[src/rtl/clk_div_bank_if.sv]
// Control/status bundle for clk_div_bank: per-channel enable, divisor load,
// shared sync, and the registered divider outputs.
interface clk_div_bank_if #(
  parameter int unsigned NUM_CH = 4,
  parameter int unsigned DIV_W  = 8
);
  logic [NUM_CH-1:0]       ch_en;
  logic                    sync;
  logic [NUM_CH*DIV_W-1:0] div_value;
  logic [NUM_CH-1:0]       div_load;
  logic [NUM_CH-1:0]       div_ack;
  logic [NUM_CH-1:0]       div_out;
  logic [NUM_CH-1:0]       div_tick;

  modport master (
    output ch_en, sync, div_value, div_load,
    input  div_ack, div_out, div_tick
  );

  modport slave (
    input  ch_en, sync, div_value, div_load,
    output div_ack, div_out, div_tick
  );
endinterface

[src/rtl/clk_div_bank.sv]
// Bank of NUM_CH synchronous programmable dividers with period-boundary
// divisor reload and a shared phase-alignment sync.
module clk_div_bank #(
  parameter int unsigned NUM_CH      = 4,
  parameter int unsigned DIV_W       = 8,
  parameter int unsigned DEFAULT_DIV = 2
) (
  input  logic           clk,
  input  logic           reset,
  clk_div_bank_if.slave  bus
);

  localparam logic [DIV_W-1:0] ONE   = DIV_W'(1);
  localparam logic [DIV_W:0]   ONE_X = (DIV_W+1)'(1);

  logic [DIV_W-1:0]  r_n    [NUM_CH];
  logic [DIV_W-1:0]  r_p    [NUM_CH];
  logic [DIV_W-1:0]  r_pend [NUM_CH];
  logic [NUM_CH-1:0] r_pend_v;
  logic [NUM_CH-1:0] r_run;
  logic [NUM_CH-1:0] r_out;
  logic [NUM_CH-1:0] r_tick;
  logic [NUM_CH-1:0] r_ack;

  logic [DIV_W-1:0]  w_n      [NUM_CH];
  logic [DIV_W-1:0]  w_p      [NUM_CH];
  logic [DIV_W-1:0]  w_pend   [NUM_CH];
  logic [DIV_W-1:0]  w_ld_val [NUM_CH];
  logic [DIV_W-1:0]  w_eff    [NUM_CH];
  logic [DIV_W:0]    w_half   [NUM_CH];
  logic [NUM_CH-1:0] w_pend_v;
  logic [NUM_CH-1:0] w_eff_v;
  logic [NUM_CH-1:0] w_bnd;
  logic [NUM_CH-1:0] w_out;
  logic [NUM_CH-1:0] w_tick;
  logic [NUM_CH-1:0] w_ack;

  always_comb begin
    for (int unsigned i = 0; i < NUM_CH; i++) begin
      w_ld_val[i] = bus.div_value[i*DIV_W +: DIV_W];
      // A load in this cycle overrides (and bypasses) any older pending value.
      w_eff_v[i]  = bus.div_load[i] | r_pend_v[i];
      w_eff[i]    = bus.div_load[i] ? w_ld_val[i] : r_pend[i];
      w_half[i]   = ({1'b0, r_n[i]} + ONE_X) >> 1;
      // Halted channels and loads of 0 are treated as a boundary every cycle.
      w_bnd[i]    = ~r_run[i] | bus.sync | (r_n[i] == '0) |
                    (r_p[i] == r_n[i] - ONE) |
                    (bus.div_load[i] & (w_ld_val[i] == '0));

      w_n[i]      = r_n[i];
      w_p[i]      = r_p[i];
      w_pend[i]   = r_pend[i];
      w_pend_v[i] = r_pend_v[i];
      w_out[i]    = 1'b0;
      w_tick[i]   = 1'b0;
      w_ack[i]    = 1'b0;

      if (!bus.ch_en[i]) begin
        w_p[i]      = '0;
        w_pend[i]   = w_eff[i];
        w_pend_v[i] = w_eff_v[i];
      end else if (w_bnd[i]) begin
        w_p[i] = '0;
        if (w_eff_v[i]) begin
          w_n[i]      = w_eff[i];
          w_pend_v[i] = 1'b0;
          w_ack[i]    = 1'b1;
        end
        w_tick[i] = (w_n[i] != '0);
        w_out[i]  = (w_n[i] != '0);
      end else begin
        w_p[i]      = r_p[i] + ONE;
        w_pend[i]   = w_eff[i];
        w_pend_v[i] = w_eff_v[i];
        w_out[i]    = ({1'b0, w_p[i]} < w_half[i]);
      end
    end
  end

  always_ff @(posedge clk or negedge reset) begin
    if (!reset) begin
      for (int unsigned i = 0; i < NUM_CH; i++) begin
        r_n[i]    <= DIV_W'(DEFAULT_DIV);
        r_p[i]    <= '0;
        r_pend[i] <= '0;
      end
      r_pend_v <= '0;
      r_run    <= '0;
      r_out    <= '0;
      r_tick   <= '0;
      r_ack    <= '0;
    end else begin
      for (int unsigned i = 0; i < NUM_CH; i++) begin
        r_n[i]    <= w_n[i];
        r_p[i]    <= w_p[i];
        r_pend[i] <= w_pend[i];
      end
      r_pend_v <= w_pend_v;
      r_run    <= bus.ch_en;
      r_out    <= w_out;
      r_tick   <= w_tick;
      r_ack    <= w_ack;
    end
  end

  assign bus.div_out  = r_out;
  assign bus.div_tick = r_tick;
  assign bus.div_ack  = r_ack;

endmodule
[src/flat_wrapper.sv]
// flat-port wrapper written by rule: the top's interface ports become plain ports
module clk_div_bank_flat 
#(
  parameter int unsigned NUM_CH      = 4,
  parameter int unsigned DIV_W       = 8,
  parameter int unsigned DEFAULT_DIV = 2
)
  (clk, reset, bus_ch_en, bus_sync, bus_div_value, bus_div_load, bus_div_ack, bus_div_out, bus_div_tick);
  clk_div_bank_if #(.NUM_CH(NUM_CH), .DIV_W(DIV_W)) bus_i ();
  input  logic clk;
  input  logic reset;
  input wire logic [$bits(bus_i.ch_en)-1:0] bus_ch_en;
  input wire logic [$bits(bus_i.sync)-1:0] bus_sync;
  input wire logic [$bits(bus_i.div_value)-1:0] bus_div_value;
  input wire logic [$bits(bus_i.div_load)-1:0] bus_div_load;
  output wire logic [$bits(bus_i.div_ack)-1:0] bus_div_ack;
  output wire logic [$bits(bus_i.div_out)-1:0] bus_div_out;
  output wire logic [$bits(bus_i.div_tick)-1:0] bus_div_tick;
  assign bus_i.ch_en = bus_ch_en;
  assign bus_i.sync = bus_sync;
  assign bus_i.div_value = bus_div_value;
  assign bus_i.div_load = bus_div_load;
  assign bus_div_ack = bus_i.div_ack;
  assign bus_div_out = bus_i.div_out;
  assign bus_div_tick = bus_i.div_tick;
  clk_div_bank #(.NUM_CH(NUM_CH), .DIV_W(DIV_W), .DEFAULT_DIV(DEFAULT_DIV)) u_core (.clk(clk), .reset(reset), .bus(bus_i));
endmodule
[config.mk]
export PLATFORM = sky130hd
export DESIGN_NAME = clk_div_bank_flat
export DESIGN_NICKNAME = d
export VERILOG_FILES = /design/src/rtl/clk_div_bank_if.sv /design/src/rtl/clk_div_bank.sv /design/src/flat_wrapper.sv
export SDC_FILE = /design/constraint.sdc
export NUM_CORES = 1
export LEC_CHECK = 0
export ABC_AREA = 1
export CORE_MARGIN = 2
export CORE_UTILIZATION = 65
export CTS_CLUSTER_SIZE = 28
export DETAILED_ROUTE_END_ITERATION = 7
export GPL_ROUTABILITY_DRIVEN = 0
export HOLD_SLACK_MARGIN = 0.05
export PLACE_DENSITY = 0.87
export REMOVE_ABC_BUFFERS = 1
export SYNTH_ARGS = -nofsm -noshare
export SYNTH_HDL_FRONTEND = slang
export SYNTH_SLANG_ARGS = --single-unit
export TNS_END_PERCENT = 30
[constraint.sdc]
create_clock -name clk -period 3.2 [get_ports clk]
set_input_delay 0.64 -clock clk [delete_from_list [all_inputs] [get_ports clk]]
set_output_delay 0.64 -clock clk [all_outputs]
set_load 0.05 [all_outputs]
==> results.py <==
metrics = {
    "finish": {
        "n_antenna_cell": 0,
        "num-fill-cells": 898,
        "final_common_cell": "nand2_1",
        "final_area_um2": 9070,
        "syn_to_final_growth_pct": 15.2,
        "finalNetCount": 1256,
        "layout-drive-gt1-share_pct": 7.51,
        "layout_common_cells": "391 x nand2_1, 122 x nor2_1, 112 x dfrtp_1",
    },
    "route": {
        "dr.first_iter.drc_count": 456,
        "ant_nets": 0,
        "wirelength_mm": 18.4,
        "drc": 0,
        "viasPerCell": 5.53,
        "wl_per_cell_um": 13.9,
        "drt_pass1_iterations": 6,
        "vias": 7364,
    },
    "critical_path": {
        "cp.arrival_ns": 2.88,
        "critPathRequiredTime_ns": 3.55,
        "critPathKind": "reg2reg",
        "endpoint_kind": "flop",
        "worstPathMaxFanout": 6,
        "startpoint_type": "flop",
    },
    "timing": {
        "setup_viol": 0,
        "fin_worst_skew_ns": 0.00752,
        "worstMarginPinSlew_ns": 0.633,
        "slew_headroom_pct": 57.7,
        "timing.final.crit_share_pct": 79.2,
        "tns_ns": 0,
        "rsz0062_at_grt": "no",
        "finalCriticalPeriod_ns": 2.54,
        "max_freq_mhz": 394,
        "finalHoldViolCount": 0,
        "slew_violations": 0,
    },
    "synthesis": {
        "netlist_instances": 1122,
        "netlist.area_leader.share_pct": 35.6,
        "syn_area_per_cell_um2": 7.02,
        "synth_area_um2": 7880,
        "synth_area_leader_cell": "dfrtp_1",
        "synth_area_leaders": "dfrtp_1 36%, nand2_1 19%, nand3_1 6.7%, ha_1 6.4%, nor2_1 5.8%",
        "synth-warning-count": 0,
        "ys_ff_latch": 116,
        "yosysSeqAreaShare_pct": 36.9,
        "yosysUniqueCellTypes": 29,
    },
    "pwr": {
        "leakage_nw": 4.81,
        "p_total_mw": 5.09,
        "power_density_nw_per_um2": 561,
        "ir_drop_uv": 373,
    },
    "cts": {
        "post_cts_resized": 0,
        "h-tree-depth": 4,
        "clock_latency_ns": 0.42,
        "clkSinkCount": 116,
        "cts_buffers": 17,
        "cts_tree": "yes",
        "cts_setup_buffers": 0,
        "root_buffer": "clkbuf_16",
        "holdBufCountCts": 0,
        "cts.clk_slew.worst_paths_ns": 0.05,
        "clock_path_buffers": 2,
    },
    "floorplanning": {
        "die_x_um": 114,
        "die-area_um2": 13000,
        "core_um2": 11900,
        "num_rows": 40,
        "start_util_pct": 66.1,
        "die_h_um": 114,
        "pin_count": 55,
    },
    "global_routing": {
        "gr-total-overflow": 0,
        "grt_pass1_wl_mm": 31.1,
        "grt_max_degree": 68,
        "antenna_found_initial": 0,
        "grt_pass1_vias": 6847,
        "track_usage_pct": 29.6,
    },
    "placed_design": {
        "portBuffers": 54,
        "hpwlAfterDp_mm": 12.7,
        "placedInstanceArea_um2": 8490,
    },
    "job": {
        "cap_violations": 0,
    },
    "worst_hold_path": {
        "hp-class": "in2async",
    },
    "run_status": {
        "outcome": "complete, no violations",
    },
}
logic make-up after synthesis:
group                    Yosys count  share of synthesized area [%]
buffers and inverters            138                           7.42
AO/OA/AOI/OAI                     70                           4.51
multiplexers                       1                          0.143
adder cells (fa/ha/maj)           40                           6.35
AND/OR/NAND/NOR                  700                           38.3
flip-flops                       116                           36.9
XOR/XNOR                          57                           6.34
state kept, by name (all words and copies together), names as in the netlist:
name and count:
u_core.bus.div_ack 4, u_core.r_p 32, u_core.bus.div_tick 4, u_core.bus.div_out 4, u_core.r_pend 32, u_core.r_pend_v 4, u_core.r_n 32, u_core.r_run 4
worst paths after layout:
check                      slack [ns]  depth (start not counted)           start                     to
setup reg to reg                 0.66                         11  u_core.r_n[10]  u_core.bus.div_out[2]
min in group clk                 0.49                          2   u_core.r_n[1]          u_core.r_n[1]
hold / removal                   0.19                          1           reset       u_core.r_pend[9]
max in group asynchronous        2.23                          2           reset         u_core.r_n[17]
setup / recovery                 0.66                         11  u_core.r_n[10]  u_core.bus.div_out[2]
hold reg to reg                  0.49                          2   u_core.r_n[1]          u_core.r_n[1]
critical path, cell delays in order, from the launching register on:
cell and delay [ns]:
dfrtp_1 0.47, inv_2 0.11, nor4_1 0.49, nand2_1 0.16, nor2_1 0.17, xor2_1 0.18
ha_1 0.25, nand2_1 0.07, o21ai_0 0.09, a21oi_1 0.14, nand4_1 0.19, nand2_1 0.15
per-layer routing:
metal  GRT usage, %  wire, um  up-vias
li1               -         -     3677
met1           39.0      8040     3400
met2           49.6      9120      249
met3           5.29       990       38
met4           10.2       306        0
met5              0         0        -
cell type report:
type / instances / area, um^2 / area share, %
sequential: 116 / 2910 / 32.0
tap: 147 / 184 / 2.03
clock buffer: 22 / 484 / 5.34
multi-input combinational: 868 / 4380 / 48.3
timing repair buffer: 61 / 603 / 6.65
clock inverter: 9 / 103 / 1.13
inverter: 109 / 409 / 4.51
synthesized netlist by cell type:
cell type,n
xnor2_1,11
dfstp_2,4
o21ai_1,6
inv_1,89
clkbuf_1,8
buf_4,6
nand3_1,105
a21oi_1,38
ha_1,40
buf_2,11
nor2_1,122
dfrtp_1,112
mux2_2,1
inv_2,19
nand4_1,12
nand2_2,1
o21ai_0,24
nor3b_1,1
nand3_2,6
nand2_4,8
o211ai_1,2
nor3_1,24
clkinv_1,1
buf_6,4
nor2_2,12
nand2_1,391
nand3b_1,16
nor4_1,2
xor2_1,46
metrics by stage:
step                hold WS (ns)  std cells  util [%]  worst slack (ns)
floorplan                  0.344       1093         -              1.17
global placement           0.474       1301      71.3             0.531
detailed placement         0.479       1301      71.3             0.518
CTS                        0.197       1332      76.2             0.689
global route               0.224       1332      76.2             0.457
finish                     0.187       1332      76.2             0.664
power breakdown:
part           internal, mW  leakage (nW)  switching (mW)
combinational         0.498          3.04           0.862
sequential             1.64          1.48           0.185
clock                  1.22         0.295           0.683
Note: power is estimated with default switching activity, not from simulation.
